`config.mk`:
```
export PLATFORM = sky130hd
export DESIGN_NAME = program_loader
export DESIGN_NICKNAME = d
export VERILOG_FILES = /design/src/rtl/riscv_pkg.sv /design/src/rtl/word_assembler.sv /design/src/rtl/program_loader.sv
export SDC_FILE = /design/constraint.sdc
export NUM_CORES = 1
export LEC_CHECK = 0
export CAP_MARGIN = 10
export CORE_MARGIN = 1.5
export CORE_UTILIZATION = 45
export DETAILED_ROUTE_END_ITERATION = 8
export GPL_TIMING_DRIVEN = 0
export PLACE_DENSITY = 0.8
export SLEW_MARGIN = 20
export SYNTH_ARGS = -nofsm -noshare
export SYNTH_HDL_FRONTEND = slang
export SYNTH_HIERARCHICAL = 1
export SYNTH_SLANG_ARGS = --single-unit
```
`constraint.sdc`:
```
create_clock -name clk -period 3.4 [get_ports clk]
set_input_delay 0.68 -clock clk [delete_from_list [all_inputs] [get_ports clk]]
set_output_delay 0.68 -clock clk [all_outputs]
set_load 0.005 [all_outputs]
```
`src/rtl/riscv_pkg.sv`:
```
// Shared definitions for the boot loader: data-path width and loader state encoding.
package riscv_pkg;

  localparam int XLEN = 32;

  typedef enum logic [2:0] {
    HDR0,
    HDR1,
    LOAD,
    CHK,
    DONE,
    ERR
  } load_state_t;

endpackage

```
`src/rtl/word_assembler.sv`:
```
// Shifts in four accepted bytes (first byte lands in bits [7:0]) and presents the
// completed 32-bit word together with a one-cycle word_valid pulse on the next cycle.
module word_assembler
  import riscv_pkg::*;
(
  input  logic            clk,
  input  logic            reset,
  input  logic [7:0]      byte_data,
  input  logic            byte_valid,
  output logic [1:0]      byte_idx,
  output logic [XLEN-1:0] word,
  output logic            word_valid
);

  logic [23:0] shift_p0;

  always_ff @(posedge clk or negedge reset) begin
    if (!reset) begin
      shift_p0   <= '0;
      byte_idx   <= '0;
      word       <= '0;
      word_valid <= 1'b0;
    end else begin
      word_valid <= 1'b0;
      if (byte_valid) begin
        shift_p0 <= {byte_data, shift_p0[23:8]};
        byte_idx <= byte_idx + 2'd1;
        // Stage boundary: the fourth byte completes the word, published next cycle.
        if (byte_idx == 2'd3) begin
          word       <= {byte_data, shift_p0};
          word_valid <= 1'b1;
        end
      end
    end
  end

endmodule

```
`src/rtl/program_loader.sv`:
```
// Boot loader: 16-bit word-count header, little-endian payload words into IMEM, core held in reset until done.
// Optional trailing checksum byte when LOADER_CHECKSUM_EN is defined.
module program_loader
  import riscv_pkg::*;
#(
  parameter int              IMEM_DEPTH = 64,
  parameter logic [XLEN-1:0] BASE_ADDR  = '0,
  parameter int              CNT_W      = 16
) (
  input  logic            clk,
  input  logic            reset,
  input  logic [7:0]      rx_data,
  input  logic            rx_valid,
  output logic            rx_ready,
  output logic            imem_we,
  output logic [XLEN-1:0] imem_addr,
  output logic [XLEN-1:0] imem_wdata,
  output logic            core_reset_n,
  output logic            load_done,
  output logic            load_error
);

  load_state_t      state;
  logic [7:0]       count_lo;
  logic [CNT_W-1:0] count;
  logic [CNT_W-1:0] word_idx;
  logic [CNT_W-1:0] hdr_n;
  logic [1:0]       byte_idx;
  logic             accept;
`ifdef LOADER_CHECKSUM_EN
  logic [7:0]       csum;
`endif

  assign accept = rx_valid & rx_ready;
  assign hdr_n  = CNT_W'({rx_data, count_lo});

  word_assembler u_word_assembler (
    .clk        (clk),
    .reset      (reset),
    .byte_data  (rx_data),
    .byte_valid (accept && (state == LOAD)),
    .byte_idx   (byte_idx),
    .word       (imem_wdata),
    .word_valid (imem_we)
  );

  always_ff @(posedge clk or negedge reset) begin
    if (!reset) begin
      state        <= HDR0;
      rx_ready     <= 1'b0;
      core_reset_n <= 1'b0;
      load_done    <= 1'b0;
      load_error   <= 1'b0;
      imem_addr    <= '0;
      count_lo     <= '0;
      count        <= '0;
      word_idx     <= '0;
`ifdef LOADER_CHECKSUM_EN
      csum         <= '0;
`endif
    end else begin
      case (state)
        HDR0: begin
          rx_ready <= 1'b1;
          if (accept) begin
            count_lo <= rx_data;
            state    <= HDR1;
          end
        end
        HDR1: begin
          if (accept) begin
            count <= hdr_n;
            if (hdr_n == '0) begin
`ifdef LOADER_CHECKSUM_EN
              state <= CHK;
`else
              state        <= DONE;
              rx_ready     <= 1'b0;
              core_reset_n <= 1'b1;
              load_done    <= 1'b1;
`endif
            end else if (int'(hdr_n) > IMEM_DEPTH) begin
              state      <= ERR;
              rx_ready   <= 1'b0;
              load_error <= 1'b1;
            end else begin
              state <= LOAD;
            end
          end
        end
        LOAD: begin
          if (accept) begin
`ifdef LOADER_CHECKSUM_EN
            csum <= csum + rx_data;
`endif
            // Address is registered alongside the assembled word so both appear with imem_we.
            if (byte_idx == 2'd3) begin
              imem_addr <= BASE_ADDR + (XLEN'(word_idx) << 2);
              word_idx  <= word_idx + CNT_W'(1);
              if (word_idx == count - CNT_W'(1)) begin
`ifdef LOADER_CHECKSUM_EN
                state <= CHK;
`else
                state        <= DONE;
                rx_ready     <= 1'b0;
                core_reset_n <= 1'b1;
                load_done    <= 1'b1;
`endif
              end
            end
          end
        end
`ifdef LOADER_CHECKSUM_EN
        CHK: begin
          if (accept) begin
            rx_ready <= 1'b0;
            if (rx_data == csum) begin
              state        <= DONE;
              core_reset_n <= 1'b1;
              load_done    <= 1'b1;
            end else begin
              state      <= ERR;
              load_error <= 1'b1;
            end
          end
        end
`endif
        default: ;
      endcase
    end
  end

endmodule
```
-- Yosys cells after proc, flatten, opt, wreduce, memory -nomap -nowiden
Cells that the tools add are included.
- register bits after elaboration: 121
- input port bits: 11
- output and inout port bits: 69
- word-level logic and storage cells: 65
- add/subtract/negate cells: 3
- $lt $le $gt $ge: 1
- equal/unequal tests: 11
- mux-type cells: 23
- bitwise operators: 2
- reduce and logical (&&, ||, !) cells: 13
- operators by type and width (operator ; number):
    3-bit 2-to-1 mux ; 7
    6-bit AND reduction ; 3
    16-bit by 1-bit adder with 16-bit output (second input constant) ; 1
    16-bit equality test ; 1
    16-bit by 7-bit > comparator with 1-bit output (second input constant) ; 1
    16-bit logical NOT ; 1
    16-bit by 1-bit subtractor with 16-bit output (second input constant) ; 1
    1-bit 2-to-1 mux ; 13
    3-bit case mux with 3 select lines ; 1
    2-bit inequality test (second input constant) ; 4
    2-bit AND reduction ; 3
    2-bit by 1-bit inequality test with 1-bit output (second input constant) ; 2
    4-bit AND reduction ; 1
    3-bit by 1-bit equality test with 1-bit output (second input constant) ; 1
    3-bit by 2-bit equality test with 1-bit output (second input constant) ; 1
    3-bit logical NOT ; 1
    3-bit inequality test (second input constant) ; 1
    1-bit case mux with 3 select lines ; 1
    3-bit AND reduction ; 1
    3-bit nonzero test ; 1
    2-bit by 1-bit adder with 2-bit output (second input constant) ; 1
    2-bit equality test (second input constant) ; 1
    1-bit case mux with 2 select lines ; 1
    2-bit nonzero test ; 1
    3 further kinds ; 3

-- Logic depth before layout (Yosys ltp)
- depth in word-level cells: 6
- depth in mapped cells: 9

-- Hierarchy
The synthesis kept the hierarchy.
- modules (own cells, without submodules) (module ; times used ; cells each ; area each (um2) ; sequential area each (um2)):
    program_loader ; 1 ; 299 ; 3344.5 ; 1551.5
    word_assembler ; 1 ; 126 ; 2323.5 ; 1476.4

-- Worst setup path after synthesis
Ideal clock, no wire load.
- path kind: register -> register
- from: register count[0]
- to: register state[1]
- setup time: 0.140 ns
- arrival time: 2.259 ns
- data required time: 3.260 ns
- path slack: 1.001 ns
- stages on the path, launching flop included: 10
- buffers on the path: 0
- period minus slack after synthesis: 2.399 ns
- path through: dfrtp_1 inv_1 ha_1 nor3b_4 nand3_2 or3_4 xnor2_2 o221ai_2 nor4b_2 a31oi_1
- longest elaborated chain between the ends: 4
- ends and longest elaborated chain (what ; RTL line ; text):
    start: declaration ; program_loader.sv:25 ; logic [CNT_W-1:0] count;
    start signal: assignment ; program_loader.sv:72 ; count <= hdr_n;
    16-bit by 1-bit subtractor with 16-bit output ; program_loader.sv:100 ; if (word_idx == count - CNT_W'(1)) begin
    16-bit equality test ; program_loader.sv:100 ;
    2-bit by 1-bit inequality test with 1-bit output (no source line) ; -- ;
    6-bit AND reduction (no source line) ; -- ;
    end signal: assignment ; program_loader.sv:83 ; state <= ERR;
    end signal: assignment ; program_loader.sv:87 ; state <= LOAD;
    end signal: assignment ; program_loader.sv:104 ; state <= DONE;
    end: declaration ; program_loader.sv:23 ; load_state_t state;
Every way passes these cells.
A chain may end at the register's enable or synchronous reset.

-- Final worst setup path
Same ends and word-level chain as after synthesis.

==> summary.txt <==
Route
  – DR WL met2: 6390 microns
  – Routed met3 length: 528 microns
  – Routed length on met1: 5260 microns
  – Top sig layer: met4
  – Final ANT Viol Nets: 0
  – DRT iter0 DRCs: 179
  – Per-cell routed wire length: 17.6 microns
  – DRC violations left: 0
  – Detailed-router iteration count before antenna repair: 4
  – Via density: 5.26
  – Vias: 3702
  – Final wirelength: 12400 microns

Final layout
  – Finished Core Util: 59.4%
  – Area of the multi-input gates: 2430 sq um
  – Most frequent cells in the layout: dfrtp_1 (121), mux2_2 (67), clkdlybuf4s50_1 (62), mux2_4 (29), xnor2_1 (20)
  – Antenna Cells: 0
  – Layout area overhead: 27.4%
  – Register area: 3030 sq um
  – Layout cells sized above 1: 31.5%
  – # nets final: 537
  – Final cell count without fillers: 704
  – Most common cell after layout, fill and taps aside: dfrtp_1
  – Filler cells: 914

Critical path
  – Kind of critical path: reg -> reg
  – Worst path bufs/invs: 1
  – CP endpoint kind: flop
  – Crit-path max FO: 10
  – Startpoint class of the critical path: flop
  – CP Cell Sequence: inv_1, ha_1, nor3b_4, nand3_2, or3_4, xnor2_2, o221ai_2, nor4b_2, a31oi_1
  – Crit path max-delay family: simple AND/OR/NAND/NOR gates
  – CP peak stage delay: 0.60 ns
  – Crit-path slowest cell: nor4b_2
  – Worst EP required: 3.66 ns
  – Crit path DAT: 3.24 ns

CTS
  – CTS Buf Count: 17
  – TritonCTS clock tree: built
  – Post CTS Setup Buffer Count: 0
  – Worst-skew pair later-pin latency: 0.42 ns
  – Hold buffers post-CTS: 0
  – Sink Count: 121
  – Htree depth: 4
  – Clock-pin slew on the worst setup and hold paths: 0.06 ns
  – Post-CTS Resized: 0
  – CTS max path bufs: 2
  – Clk root buf: clkbuf_16

Placement
  – Placer Congestion: 0.844
  – Total placed cells including tap cells: 672
  – Final HPWL DP: 8030 microns
  – Port bufs: 63

Logic synthesis
  – Sequential area share after synthesis: 53.4%
  – Ys Warns: 6
  – Gate Count Post-Synth: 425
  – Synthesized area per cell: 13.3 sq um
  – Number of register bits inferred by synthesis: 121
  – Post-synth cell types: 54
  – Syn Std Cell Area: 5670 sq um

Floorplanning
  – # IOs: 80
  – Die W: 115 microns
  – Core Area: 12200 sq um
  – Die H: 115 microns
  – Row count: 40
  – Die Footprint: 13300 sq um
  – Starting Density: 46.6%

Outcome
  – Status: completed

Job
  – Max-Cap Viols: 0

Power
  – VDD IR-drop max: 404 uV
  – Pwr dens: 615 nW/um^2
  – Leakage: 3.43 nW

Timing
  – RSZ-0062 raised after global routing: false
  – Skew final: 0.0119 ns
  – Relative slew slack: 36.1%
  – Fmax: 336 MHz
  – Setup violations, final: 0
  – Setup TNS: 0 ns
  – Worst hold slack: 0.205 ns
  – Final Cycle Share: 87.6%
  – Final min period: 2.98 ns
  – Worst Tran Pin Value: 0.950 ns
  – Slew Viols, Final: 0
  – Final hold vios: 0

Global routing
  – First-pass GRT wire length: 20300 microns
  – Largest net degree at the start of global routing: 73
  – Initial antenna violation count: 0
  – Vias in the first global route: 3878
  – Total gr overflow: 0
  – Overall Global Routing Usage: 20.1%

Worst hold path
  – Hold Path Class: in -> async
## worst reg2reg max path: stages (launching register included)
cell      delay (ns)
dfrtp_1         0.47
inv_1           0.12
ha_1            0.21
nor3b_4         0.47
nand3_2         0.14
or3_4           0.37
xnor2_2         0.16
o221ai_2        0.12
nor4b_2         0.60
a31oi_1         0.18
## final cells by class
class                   instances  area share [%]
clock buffers                  18            6.08
repair buffers                 64            9.13
flip-flops and latches        121            41.9
well taps                     168            2.91
plain buffers                  37            3.45
clock inverters                14            2.58
multi-input cells             277            33.6
inverters                       5           0.260
## synthesized netlist by cell type (all sizes together)
cell / number / share of area, %
and4: 2 / 0.31
o221ai: 1 / 0.26
mux2: 96 / 21
nor4b: 3 / 0.68
a311oi: 1 / 0.15
nor2b: 3 / 0.33
a21oi: 3 / 0.26
o2111ai: 1 / 0.15
and2: 2 / 0.22
buf: 27 / 3.7
o31a: 2 / 0.31
a31o: 2 / 0.31
and3: 1 / 0.11
nor3b: 3 / 0.60
or3: 3 / 0.42
nor4: 7 / 1.5
nor3: 9 / 0.79
inv: 5 / 0.33
o21ai: 8 / 0.71
conb: 1 / 0.066
a211oi: 3 / 0.40
o31ai: 1 / 0.13
o311ai: 2 / 0.31
o21bai: 1 / 0.13
xnor2: 21 / 3.4
nand2b: 3 / 0.33
nand3b: 1 / 0.13
clkbuf: 10 / 0.66
dfrtp: 121 / 53
o21a: 1 / 0.13
nand2: 18 / 1.3
ha: 3 / 0.66
nand4: 8 / 0.88
o22ai: 1 / 0.11
a31oi: 3 / 0.33
o211ai: 2 / 0.26
o41a: 1 / 0.20
nor2: 18 / 1.2
a221oi: 1 / 0.15
xor2: 18 / 2.8
nand3: 8 / 0.79
## logic make-up after synthesis
family	count (synthesis)	share of synthesized area [%]
compound gates	34	4.33
xor+xnor	39	6.16
fa+ha+maj	3	0.662
buf+inv	42	4.72
flops	121	53.4
mux	96	21.0
other cells	1	0.0662
simple gates	89	9.65
## metal layers
| metal | vias to the layer above | global-route usage, % |
|---|---|---|
| li1 | 1684 | - |
| met1 | 1885 | 25.1 |
| met2 | 107 | 33.5 |
| met3 | 26 | 4.43 |
| met4 | 0 | 8.97 |
| met5 | - | 0 |
## state kept, by name, indices dropped and copies added, names as in the netlist
name and count:
u_word_assembler/word_valid 1, load_error 1, count_lo 8, state 3
imem_addr 16, u_word_assembler/byte_idx 2, word_idx 16, u_word_assembler/shift_p0 24
u_word_assembler/word 32, rx_ready 1, count 16, load_done 1
## power by group
| part | switching [W] | internal [W] |
|---|---|---|
| sequential | 0.000163 | 0.00156 |
| clock | 0.000699 | 0.00119 |
| combinational | 0.000429 | 0.000404 |
## stage by stage
stage / power, W / worst slack [ns] / instance area [sq um]
floorplan: 0.00230 / 1.00 / 5720
global placement: 0.00249 / -2.83 / 6570
detailed placement: 0.00254 / 0.224 / 6590
CTS: 0.00446 / 0.470 / 7220
global route: 0.00462 / 0.172 / 7220
finish: 0.00444 / 0.422 / 7220
## path summary, 6_finish.rpt
kind | startpoint | end | slack (ns) | cells past startpoint
hold reg to reg | u_word_assembler/byte_idx[0] | u_word_assembler/byte_idx[0] | 0.50 | 1
setup / recovery | count[0] | state[1] | 0.42 | 9
max in group asynchronous | reset | u_word_assembler/word[4] | 2.49 | 2
min in group clk | u_word_assembler/byte_idx[0] | u_word_assembler/byte_idx[0] | 0.50 | 1
setup reg to reg | count[0] | state[1] | 0.42 | 9
hold / removal | reset | word_idx[13] | 0.20 | 1
Power figures use the tool's default switching activity.
